File: config.mk
export PLATFORM = sky130hd
export DESIGN_NAME = alu_serial_seq
export DESIGN_NICKNAME = d
export VERILOG_FILES = /design/src/rtl/alu_serial_pkg.sv /design/src/rtl/alu_serial_bitcnt.sv /design/src/rtl/alu_serial_seq.sv
export SDC_FILE = /design/constraint.sdc
export NUM_CORES = 1
export LEC_CHECK = 0
export BUFFER_PORTS_ARGS = -buffer_cell sky130_fd_sc_hd__clkbuf_2
export CORE_AREA = 2 2 90 92
export DETAILED_ROUTE_END_ITERATION = 12
export DIE_AREA = 0 0 92 94
export GPL_TIMING_DRIVEN = 0
export MAX_ROUTING_LAYER = met4
export PLACE_DENSITY_LB_ADDON = 0.2
export SYNTH_ARGS = -nofsm -noshare
export SYNTH_HDL_FRONTEND = slang
export SYNTH_SLANG_ARGS = --single-unit
export TNS_END_PERCENT = 1
File: constraint.sdc
create_clock -name clk -period 3.8 [get_ports clk]
set_input_delay 0.19 -clock clk [delete_from_list [all_inputs] [get_ports clk]]
set_output_delay 0.19 -clock clk [all_outputs]
set_load 0.05 [all_outputs]
File: src/rtl/alu_serial_pkg.sv
// Shared types and codes for the bit-serial ALU sequencer.
// Holds the FSM state type plus the slice MC and MUX code names.
package alu_serial_pkg;

    typedef enum logic [1:0] {
        IDLE = 2'd0,
        RUN  = 2'd1,
        DONE = 2'd2
    } state_t;

    localparam logic [1:0] MC_ARITH = 2'b00;
    localparam logic [1:0] MC_MODE1 = 2'b01;
    localparam logic [1:0] MC_MODE2 = 2'b10;
    localparam logic [1:0] MC_LOGIC = 2'b11;

    localparam logic [3:0] FN_0 = 4'h0;
    localparam logic [3:0] FN_1 = 4'h1;
    localparam logic [3:0] FN_2 = 4'h2;
    localparam logic [3:0] FN_3 = 4'h3;
    localparam logic [3:0] FN_4 = 4'h4;
    localparam logic [3:0] FN_5 = 4'h5;
    localparam logic [3:0] FN_6 = 4'h6;
    localparam logic [3:0] FN_7 = 4'h7;
    localparam logic [3:0] FN_8 = 4'h8;
    localparam logic [3:0] FN_9 = 4'h9;
    localparam logic [3:0] FN_A = 4'hA;
    localparam logic [3:0] FN_B = 4'hB;
    localparam logic [3:0] FN_C = 4'hC;
    localparam logic [3:0] FN_D = 4'hD;
    localparam logic [3:0] FN_E = 4'hE;
    // Full add in arithmetic mode.
    localparam logic [3:0] FN_F = 4'hF;

endpackage

File: src/rtl/alu_serial_bitcnt.sv
// Bit index counter for the serial sequencer.
// Ports: clk, rst_n, clr (to 0), en (+1), idx, last (idx == WIDTH-1).
module alu_serial_bitcnt #(
    parameter int WIDTH = 8,
    parameter int CW    = $clog2(WIDTH)
) (
    input  logic          clk,
    input  logic          rst_n,
    input  logic          clr,
    input  logic          en,
    output logic [CW-1:0] idx,
    output logic          last
);

    always_ff @(posedge clk or negedge rst_n) begin
        if (!rst_n) begin
            idx <= '0;
        end else if (clr) begin
            idx <= '0;
        end else if (en) begin
            idx <= idx + 1'b1;
        end
    end

    assign last = (idx == CW'(WIDTH - 1));

endmodule

File: src/rtl/alu_serial_seq.sv
// Bit-serial sequencer around a 1-bit ALU slice, LSB first.
// Ports: clk, rst_n, start, op_a, op_b, mc, mux, cin in; busy, done,
// result, cout, zero, ovf out; slice_a/b/cin/mc/mux to the slice and
// slice_out/slice_cout back from it. Define ALU_SERIAL_OVF_EN to get
// a real signed overflow flag on ovf; otherwise ovf is tied low.
module alu_serial_seq
    import alu_serial_pkg::*;
#(
    parameter int WIDTH = 8
) (
    input  logic             clk,
    input  logic             rst_n,
    input  logic             start,
    input  logic [WIDTH-1:0] op_a,
    input  logic [WIDTH-1:0] op_b,
    input  logic [1:0]       mc,
    input  logic [3:0]       mux,
    input  logic             cin,
    output logic             busy,
    output logic             done,
    output logic [WIDTH-1:0] result,
    output logic             cout,
    output logic             zero,
    output logic             ovf,
    output logic             slice_a,
    output logic             slice_b,
    output logic             slice_cin,
    output logic [1:0]       slice_mc,
    output logic [3:0]       slice_mux,
    input  logic             slice_out,
    input  logic             slice_cout
);

    localparam int CW = $clog2(WIDTH);

    state_t           state;
    state_t           state_nxt;
    logic [WIDTH-1:0] a_lat;
    logic [WIDTH-1:0] b_lat;
    logic [1:0]       mc_lat;
    logic [3:0]       mux_lat;
    logic             carry;
    logic [CW-1:0]    idx;
    logic             last;
    logic             accept;
    logic             running;
    logic [WIDTH-1:0] res_nxt;

    assign accept  = (state == IDLE) && start;
    assign running = (state == RUN);

    alu_serial_bitcnt #(
        .WIDTH (WIDTH),
        .CW    (CW)
    ) u_bitcnt (
        .clk   (clk),
        .rst_n (rst_n),
        .clr   (state == IDLE),
        .en    (running),
        .idx   (idx),
        .last  (last)
    );

    always_ff @(posedge clk or negedge rst_n) begin
        if (!rst_n) begin
            state <= IDLE;
        end else begin
            state <= state_nxt;
        end
    end

    always_comb begin
        state_nxt = state;
        unique case (state)
            IDLE:    if (start) state_nxt = RUN;
            RUN:     if (last) state_nxt = DONE;
            DONE:    state_nxt = IDLE;
            default: state_nxt = IDLE;
        endcase
    end

    always_comb begin
        busy      = running;
        done      = (state == DONE);
        slice_a   = 1'b0;
        slice_b   = 1'b0;
        slice_cin = 1'b0;
        slice_mc  = 2'b00;
        slice_mux = 4'h0;
        if (running) begin
            slice_a   = a_lat[idx];
            slice_b   = b_lat[idx];
            slice_cin = carry;
            slice_mc  = mc_lat;
            slice_mux = mux_lat;
        end
    end

    // Result with the current bit merged in; zero must see the final bit.
    always_comb begin
        res_nxt      = result;
        res_nxt[idx] = slice_out;
    end

    always_ff @(posedge clk or negedge rst_n) begin
        if (!rst_n) begin
            a_lat   <= '0;
            b_lat   <= '0;
            mc_lat  <= 2'b00;
            mux_lat <= 4'h0;
            carry   <= 1'b0;
            result  <= '0;
            cout    <= 1'b0;
            zero    <= 1'b0;
        end else if (accept) begin
            a_lat   <= op_a;
            b_lat   <= op_b;
            mc_lat  <= mc;
            mux_lat <= mux;
            carry   <= cin;
        end else if (running) begin
            result <= res_nxt;
            carry  <= slice_cout;
            if (last) begin
                cout <= slice_cout;
                zero <= (res_nxt == '0);
            end
        end
    end

`ifdef ALU_SERIAL_OVF_EN
    // Carry presented to the MSB is still in the carry flop on the
    // last bit, so it is used directly as c_msb.
    logic c_msb;
    logic ovf_q;

    assign c_msb = carry;

    always_ff @(posedge clk or negedge rst_n) begin
        if (!rst_n) begin
            ovf_q <= 1'b0;
        end else if (running && last) begin
            ovf_q <= c_msb ^ slice_cout;
        end
    end

    assign ovf = ovf_q;
`else
    assign ovf = 1'b0;
`endif

endmodule

==> results of run 1 <==
## power breakdown
group | total (mW) | internal, mW | leakage [nW] | switching, mW
sequential | 0.731 | 0.600 | 0.449 | 0.131
combinational | 1.26 | 0.457 | 0.574 | 0.805
clock | 0.263 | 0.126 | 0.0383 | 0.137
## placed cells by master (no fill, tap or decap), types with 2 or more instances in the layout
cell type,n
buf_4,7
nor2b_1,2
mux4_2,2
o21ai_0,6
a22o_1,4
clkbuf_8,5
and2_1,7
clkbuf_2,48
ha_1,2
nand3_1,6
dfrtp_1,38
nor2_1,6
a21oi_1,4
clkbuf_1,4
nand2_1,8
nor3b_1,4
mux2_2,30
buf_2,2
mux2i_1,4
## per-layer routing
| layer | GRT usage [%] | share of wire (%) |
|---|---|---|
| met2 | 16.24 | 45 |
| met1 | 14.44 | 49 |
| met3 | 2.648 | 4.8 |
| met5 | - | 0 |
| met4 | 2.612 | 0.93 |
## final timing paths
path	start	end	slack, ns
max	u_bitcnt.idx[0]	slice_b	1.45
min	rst_n	mux_lat[0]	0.04
max reg2reg	state[1]	u_bitcnt.idx[2]	2.04
min reg2reg	zero	zero	0.48
max in group asynchronous	rst_n	u_bitcnt.idx[2]	3.15
min in group clk	cin	carry	0.13
## state kept, by name, summed over array words and instances (netlist names), 2 cells and up
name	count
b_lat	8
u_bitcnt.idx	3
result	8
mux_lat	4
a_lat	8
state	2
mc_lat	2
## final cells by class
class | instances | area (sq um)
clock buffers | 7 | 76.32
well taps | 102 | 127.6
fillers | 832 | 5278
inverters | 3 | 11.26
plain buffers | 11 | 70.07
flip-flops and latches | 38 | 950.9
multi-input cells | 104 | 853.3
repair buffers | 48 | 240.2
## metrics by stage
| step | hold WS [ns] | worst slack (ns) |
|---|---|---|
| final | 0.03920 | 1.448 |
| after detailed placement | 0.4033 | 1.764 |
| after global placement | 0.4124 | 1.719 |
| after global routing | 0.1238 | 1.316 |
| after floorplan | -0.1056 | 1.606 |
| after CTS | 0.09068 | 1.434 |
## worst max-delay path: stages, from the launching register on
cell	delay (ns)
dfrtp_1	0.46
buf_4	0.22
or3b_2	0.45
a21oi_1	0.16
a21oi_1	0.05
a31oi_1	0.21
clkbuf_2	0.32
## cells by family after synthesis
logic type,Yosys count
AND/OR/NAND/NOR,43
flip-flops,38
XOR/XNOR,1
AO/OA/AOI/OAI,21
other,1
adder cells (fa/ha/maj),2
buffers and inverters,14
multiplexers,36
==> flow_summary.json, run 1 <==
{
  "fin_area_sq_um": 2330,
  "layout-drive-gt1-share_pct": 46.45,
  "numCtsBuffers": 5,
  "synth_largest_area_cell": "dfrtp_1",
  "p_per_area_nw_per_um2": 968.2,
  "nets": 241,
  "clock_path_buffers": 2,
  "status": "finished, final reports clean",
  "endpoint_kind": "output port",
  "cts.sinks": 38,
  "wl_per_cell_um": 13.72,
  "clock.fmax_mhz": 425.2,
  "r2r_cells": 4,
  "crit_required_ns": 3.61,
  "fin_worst_skew_ns": 0.004889,
  "synth_compound_area_share_pct": 7.764,
  "clk-insertion-delay-late_ns": 0.29,
  "dieArea_sq_um": 8648,
  "via_per_inst": 4.284,
  "setup_viol": 0,
  "grt_antenna_before_repair": 0,
  "num_io_pins": 50,
  "grt_util_all_layers_pct": 10.69,
  "globalplace.congestion": 0.7060,
  "syn_inst": 156,
  "drv_slew": 0,
  "ys_types": 39,
  "vias": 1341,
  "post_cts_buffers": 0,
  "synth_edf_count": 0,
  "clock-root-buffer": "clkbuf_8",
  "num_rows": 32,
  "yosysMostFrequentCell": "dfrtp_1",
  "synthMuxAreaShare_pct": 22.43,
  "p_leak_nw": 1.062,
  "synthTopCellsByArea": "dfrtp_1 50%, mux2_2 18%, buf_4 2.8%",
  "synth_top_cell_area_share_pct": 50.43,
  "tightest_slew_ns": 0.9757,
  "rsz0062_at_grt": "no",
  "clk_pin_slew_ns": 0.07,
  "ys.flop_type": "dfrtp_1",
  "cts_resized": 0,
  "io_buffers": 48,
  "ys_ff_latch": 38,
  "fin_crit_sh_pct": 61.88,
  "grt_first_pass_wirelength_um": 7107,
  "die_w_um": 92,
  "place_area_sq_um": 2253,
  "cts_tree": "built",
  "synth_top_family_by_area": "multiplexers",
  "drv_cap": 0,
  "finalWirelength_um": 4294,
  "antenna_left": 0,
  "synth-simple-area-share_pct": 13.07,
  "synth-xor-area-share_pct": 0.4645,
  "critPathKind": "reg -> out",
  "final_util_pct": 30.63,
  "syn2layout_area_growth_pct": 23.56,
  "power_mw": 2.256,
  "ir_drop_mv": 0.4288,
  "stdcell_count": 313,
  "grt_max_degree": 39,
  "ctsHoldBuffers": 0,
  "antenna_cells": 0,
  "cp.arrival_ns": 2.16,
  "overflow": 0,
  "startpoint_type": "register",
  "drtPass1Iterations": 4,
  "syn_nets": 186,
  "dp.cells": 306,
  "ys_seq_area_share_pct": 50.43,
  "critPathMaxFanout": 10,
  "synthAdderAreaFrac_pct": 1.327,
  "fin_tns_setup_ns": 0,
  "fp.dieH_um": 94,
  "htreeDepth": 2,
  "start_util_pct": 24.79,
  "layout_min_cycle_time_ns": 2.352,
  "drt-initial-drc-count": 65,
  "core_area_sq_um": 7607,
  "async_flop_share_pct": 100.0,
  "drc_errors": 0,
  "dp_hpwl_um": 3105,
  "grt_pass1_vias": 1455,
  "yosysWarnings": 0,
  "synth_area_sq_um": 1886,
  "hold_path_class": "in -> async",
  "netlist_top_cells_count": "38 x dfrtp_1, 30 x mux2_2, 8 x nand2_1",
  "hold_viol": 0,
  "syn_area_per_cell_sq_um": 12.09,
  "relSlewSlack_pct": 34.95
}
(Power assumes the default switching activity.)
==> run 2, diff against run 1 <==
==> constraint.sdc (replaced) <==
create_clock -name clk -period 2.1 [get_ports clk]
set_input_delay 0.105 -clock clk [delete_from_list [all_inputs] [get_ports clk]]
set_output_delay 0.105 -clock clk [all_outputs]
set_load 0.05 [all_outputs]
==> run 2 against run 1 <==
Against the previous run: the flow now finishes with violations (hold timing); cell count down 0.32%; setup slack worse by 1.3 ns; via count increased by 1.6%; global-route usage is essentially flat; die area unchanged; register-to-register slack worse by 1.7 ns; first-iteration DRC count shrank 7.7%; critical path depth did not move; critical endpoint unchanged.
==> flow_summary.json, run 2 (same netlist as run 1, synthesis figures left out) <==
{
  "violations": "hold timing",
  "antenna_left": 0,
  "grt_antenna_before_repair": 0,
  "startpoint_type": "register",
  "cp.arrival_ns": 1.89,
  "fin_worst_skew_ns": 0.004901,
  "dr_wl_met3_um": 206,
  "overflow": 0,
  "layout_common_cells": "46 x clkbuf_2, 37 x dfrtp_1, 30 x mux2_2, 8 x nand2_1",
  "grt_max_degree": 39,
  "dieArea_sq_um": 8648,
  "relSlewSlack_pct": 34.71,
  "layout-drive-gt1-share_pct": 49.05,
  "top_layer": "met4",
  "layout_min_cycle_time_ns": 1.997,
  "clock.fmax_mhz": 500.9,
  "status": "finished, violations left",
  "numCtsBuffers": 5,
  "grt_util_all_layers_pct": 10.65,
  "place_area_sq_um": 2260,
  "grt_pass1_vias": 1345,
  "route.met2.wl_um": 1886,
  "dp_slack_ns": 0.1293,
  "clk_pin_slew_ns": 0.07,
  "finalWirelength_um": 4290,
  "drtPass1Iterations": 4,
  "seqCellArea_sq_um": 952.2,
  "worst_hold_slack_ns": -0.02879,
  "fin_tns_setup_ns": 0,
  "reg2reg_slack_ns": 0.36,
  "clock-root-buffer": "clkbuf_8",
  "vias": 1362,
  "p_per_area_nw_per_um2": 1802,
  "final_common_cell": "clkbuf_2",
  "setup_viol": 0,
  "p_leak_nw": 1.084,
  "clk-insertion-delay-late_ns": 0.28,
  "critPathCapture": "slice_b",
  "hold_viol": 38,
  "htreeDepth": 2,
  "grt_first_pass_wirelength_um": 6941,
  "wl_per_cell_um": 13.75,
  "endpoint_kind": "output port",
  "drv_slew": 0,
  "rr_endpoint": "result[5]",
  "drt-initial-drc-count": 60,
  "io_buffers": 48,
  "syn2layout_area_growth_pct": 26.41,
  "num_io_pins": 50,
  "tightest_slew_ns": 0.9794,
  "core_area_sq_um": 7607,
  "stdcell_count": 312,
  "globalplace.congestion": 0.7890,
  "via_per_inst": 4.365,
  "fp.dieH_um": 94,
  "ir_drop_mv": 0.9056,
  "nets": 240,
  "rsz0062_at_grt": "yes",
  "r2r_cells": 4,
  "drc_errors": 0,
  "fillers": 813,
  "start_util_pct": 24.79,
  "multi_input_area_sq_um": 859.6,
  "antenna_cells": 0,
  "top_regs": "a_lat x8, b_lat x8, result x8",
  "clock_path_buffers": 2,
  "critPathLaunch": "u_bitcnt.idx[2]",
  "dp.cells": 306,
  "cts.sinks": 38,
  "fin_crit_sh_pct": 95.07,
  "num_rows": 32,
  "r2r-start": "state[1]",
  "dp_hpwl_um": 3164,
  "setup_ws_ns": 0.1035,
  "crit_required_ns": 2.00,
  "cts_tree": "built",
  "hold_path_class": "in -> async",
  "fin_area_sq_um": 2384,
  "critPathKind": "reg -> out",
  "drv_cap": 0,
  "ctsHoldBuffers": 0,
  "met1Wirelength_um": 2154,
  "critPathMaxFanout": 8,
  "die_w_um": 92
}
==> run 2: per-layer routing <==
layer | vias up | global-route usage [%]
met3 | 5 | 2.889
met2 | 34 | 16.12
met4 | 0 | 2.985
li1 | 666 | -
met5 | - | -
met1 | 657 | 14.13
==> run 2: layout make-up <==
class / count / share of cell area (%)
Sequential cell: 38 / 39.95
Multi-Input combinational cell: 104 / 36.06
Timing Repair Buffer: 49 / 10.92
Tap cell: 102 / 5.354
Clock buffer: 6 / 3.465
Buffer: 9 / 2.467
Clock inverter: 1 / 1.260
Inverter: 3 / 0.5249
==> run 2: critical path, cell delays in order (launching register included) <==
cell and delay [ns]:
dfrtp_1 0.38, buf_4 0.17, or3b_2 0.46, a21oi_1 0.15, a21oi_1 0.06, a31oi_2 0.21, buf_8 0.18
==> run 2: how the worst min path moves through the flow <==
stage,slack (ns),cells after the start,endpoint,from
6_report,-0.03,1,mux_lat[0],rst_n
3_3_place_gp,0.32,1,mc_lat[0],rst_n
2_1_floorplan,-0.19,0,a_lat[0],rst_n
3_5_place_dp,0.32,1,mux_lat[0],rst_n
5_1_grt,0.04,2,b_lat[2],op_b[2]
4_1_cts,0.001,1,mux_lat[2],rst_n
==> run 2: what timing repair did <==
action                                  CTS  global route
endpoints found under the hold margin     0             0
endpoints found under the setup margin    9             2
gates resized for setup                   4             3
buffers inserted                          0             1
pin swaps                                 0             1
==> run 2: through the flow <==
stage	hold slack, ns	total power [mW]	utilization (%)
finish	-0.02879	4.294	31.33
detailed placement	0.3178	3.661	29.70
global route	0.03945	4.574	31.33
global placement	0.3239	3.641	29.70
CTS	0.001273	4.338	31.28
floorplan	-0.1906	3.112	-
==> run 2: power breakdown <==
part / switching, mW / internal [mW]
Combinational: 1.43 / 0.877
Sequential: 0.267 / 1.09
Clock: 0.255 / 0.380
==> run 3, diff against run 2 <==
--- a/config.mk
+++ b/config.mk
@@ -12,6 +12,7 @@
 export GPL_TIMING_DRIVEN = 0
 export MAX_ROUTING_LAYER = met4
 export PLACE_DENSITY_LB_ADDON = 0.2
+export REMOVE_ABC_BUFFERS = 1
 export SYNTH_ARGS = -nofsm -noshare
 export SYNTH_HDL_FRONTEND = slang
 export SYNTH_SLANG_ARGS = --single-unit
==> run 3 against run 2 <==
Against the previous run: the flow still finishes with violations (hold timing); die area stayed put; worst hold slack better by 0.0052 ns; clock skew hardly changed; critical endpoint unchanged; wire length is 4.0% higher; global-route usage is 0.39 points higher; final area is 0.31% higher; critical path type unchanged; combinational power hardly changed; non-clock buffer count stayed put.
==> flow_summary.json, run 3 (same netlist as run 1, synthesis figures left out) <==
{
  "fin_crit_sh_pct": 94.03,
  "wl_per_cell_um": 14.35,
  "crit_required_ns": 2.00,
  "cts_tree": "built",
  "num_io_pins": 50,
  "rsz0062_at_grt": "no",
  "grt_antenna_before_repair": 0,
  "clk-insertion-delay-late_ns": 0.29,
  "clock-root-buffer": "clkbuf_8",
  "grt_pass1_vias": 1484,
  "overflow": 0,
  "p_leak_nw": 1.079,
  "dp.cells": 296,
  "top_regs": "a_lat x8, b_lat x8, result x8",
  "fin_area_sq_um": 2391,
  "path_cells": "or3b_4 > a21oi_2 > a21oi_1 > a31oi_1 > clkbuf_8",
  "drtPass1Iterations": 4,
  "endpoint_kind": "output port",
  "die_w_um": 92,
  "max_stage_delay_ns": 0.52,
  "tightest_slew_ns": 1.024,
  "clock_path_buffers": 2,
  "cp.arrival_ns": 1.87,
  "antenna_left": 0,
  "globalplace.congestion": 0.7189,
  "core_area_sq_um": 7607,
  "ctsHoldBuffers": 0,
  "hold_viol": 20,
  "final_common_cell": "clkbuf_2",
  "layout_common_cells": "47 x clkbuf_2, 35 x dfrtp_1, 30 x mux2_2, 8 x nand2_1, 8 x buf_4",
  "worst_hold_slack_ns": -0.02361,
  "stdcell_count": 311,
  "violations": "hold timing",
  "crit_buf_inv": 1,
  "dieArea_sq_um": 8648,
  "ir_drop_mv": 0.8992,
  "startpoint_type": "register",
  "fin_worst_skew_ns": 0.004754,
  "status": "finished, violations left",
  "num_rows": 32,
  "drt-initial-drc-count": 53,
  "start_util_pct": 24.79,
  "htreeDepth": 2,
  "vias": 1391,
  "dp_hpwl_um": 2885,
  "drc_errors": 0,
  "fillers": 824,
  "clock.fmax_mhz": 506.4,
  "cts.sinks": 38,
  "clk_pin_slew_ns": 0.07,
  "nets": 240,
  "p_per_area_nw_per_um2": 1767,
  "final_util_pct": 31.43,
  "drv_cap": 0,
  "fp.dieH_um": 94,
  "slowest_stage": "dfrtp_4",
  "syn2layout_area_growth_pct": 26.81,
  "grt_first_pass_wirelength_um": 7314,
  "relSlewSlack_pct": 31.74,
  "numCtsBuffers": 5,
  "setup_viol": 0,
  "finalWirelength_um": 4463,
  "cp_top_family": "flip-flops",
  "via_per_inst": 4.473,
  "grt_max_degree": 39,
  "drv_slew": 0,
  "io_buffers": 48,
  "critPathMaxFanout": 6,
  "layout-drive-gt1-share_pct": 50.24,
  "critPathKind": "reg -> out",
  "grt_util_all_layers_pct": 11.04,
  "place_area_sq_um": 2217,
  "antenna_cells": 0,
  "hold_path_class": "in -> async",
  "layout_min_cycle_time_ns": 1.975
}
run 3: worst register-to-register path: cells and delay by family (launching register included):
kind	cells	cell delay, ns
buf+inv	1	0.15
compound gates	3	0.85
xor+xnor	1	0.16
flops	1	0.52
run 3: what timing repair did:
action / in CTS / in global routing
setup buffers: 0 / 9
pin swaps: 0 / 1
endpoints found under the setup margin: 12 / 5
gates resized for setup: 7 / 4
run 3: final timing paths:
path,from,end,slack (ns),cells after the start
min reg2reg,zero,zero,0.50,2
max in group asynchronous,rst_n,u_bitcnt.idx[2],1.36,1
min in group clk,cin,carry,0.02,3
min,rst_n,mux_lat[3],-0.02,1
max reg2reg,u_bitcnt.idx[0],zero,0.31,5
max,u_bitcnt.idx[2],slice_b,0.13,5
run 3: layer usage:
| layer | track usage (%) | up-vias | wire length [um] |
|---|---|---|---|
| met4 | 2.985 | 0 | 55 |
| met3 | 2.648 | 6 | 199 |
| li1 | - | 664 | - |
| met1 | 15.13 | 684 | 2278 |
| met5 | - | - | 0 |
| met2 | 16.42 | 37 | 1930 |
run 3: final cells by class:
| type | count | area, sq um | area share [%] |
|---|---|---|---|
| Multi-Input combinational cell | 104 | 865.8 | 36.21 |
| Tap cell | 102 | 127.6 | 5.338 |
| Clock buffer | 6 | 82.58 | 3.454 |
| Inverter | 3 | 13.76 | 0.5756 |
| Timing Repair Buffer | 58 | 341.6 | 14.29 |
| Sequential cell | 38 | 959.7 | 40.14 |
run 3: per-stage QoR:
stage          setup WS (ns)  TNS (ns)  power [mW]  hold WS (ns)
6_report              0.1255         0       4.225      -0.02361
4_1_cts             -0.08064  -0.08064       4.151       0.01354
5_1_grt              0.05145         0       4.520       0.03916
2_1_floorplan        -0.1034   -0.1034       3.015       -0.1906
3_3_place_gp         -0.4648    -10.78       3.536        0.3143
3_5_place_dp        -0.05491  -0.09678       3.592        0.3193
run 3: power breakdown:
| part | internal [mW] | total (mW) | switching [mW] |
|---|---|---|---|
| Sequential | 1.10 | 1.40 | 0.307 |
| Clock | 0.253 | 0.497 | 0.244 |
| Combinational | 0.908 | 2.32 | 1.41 |
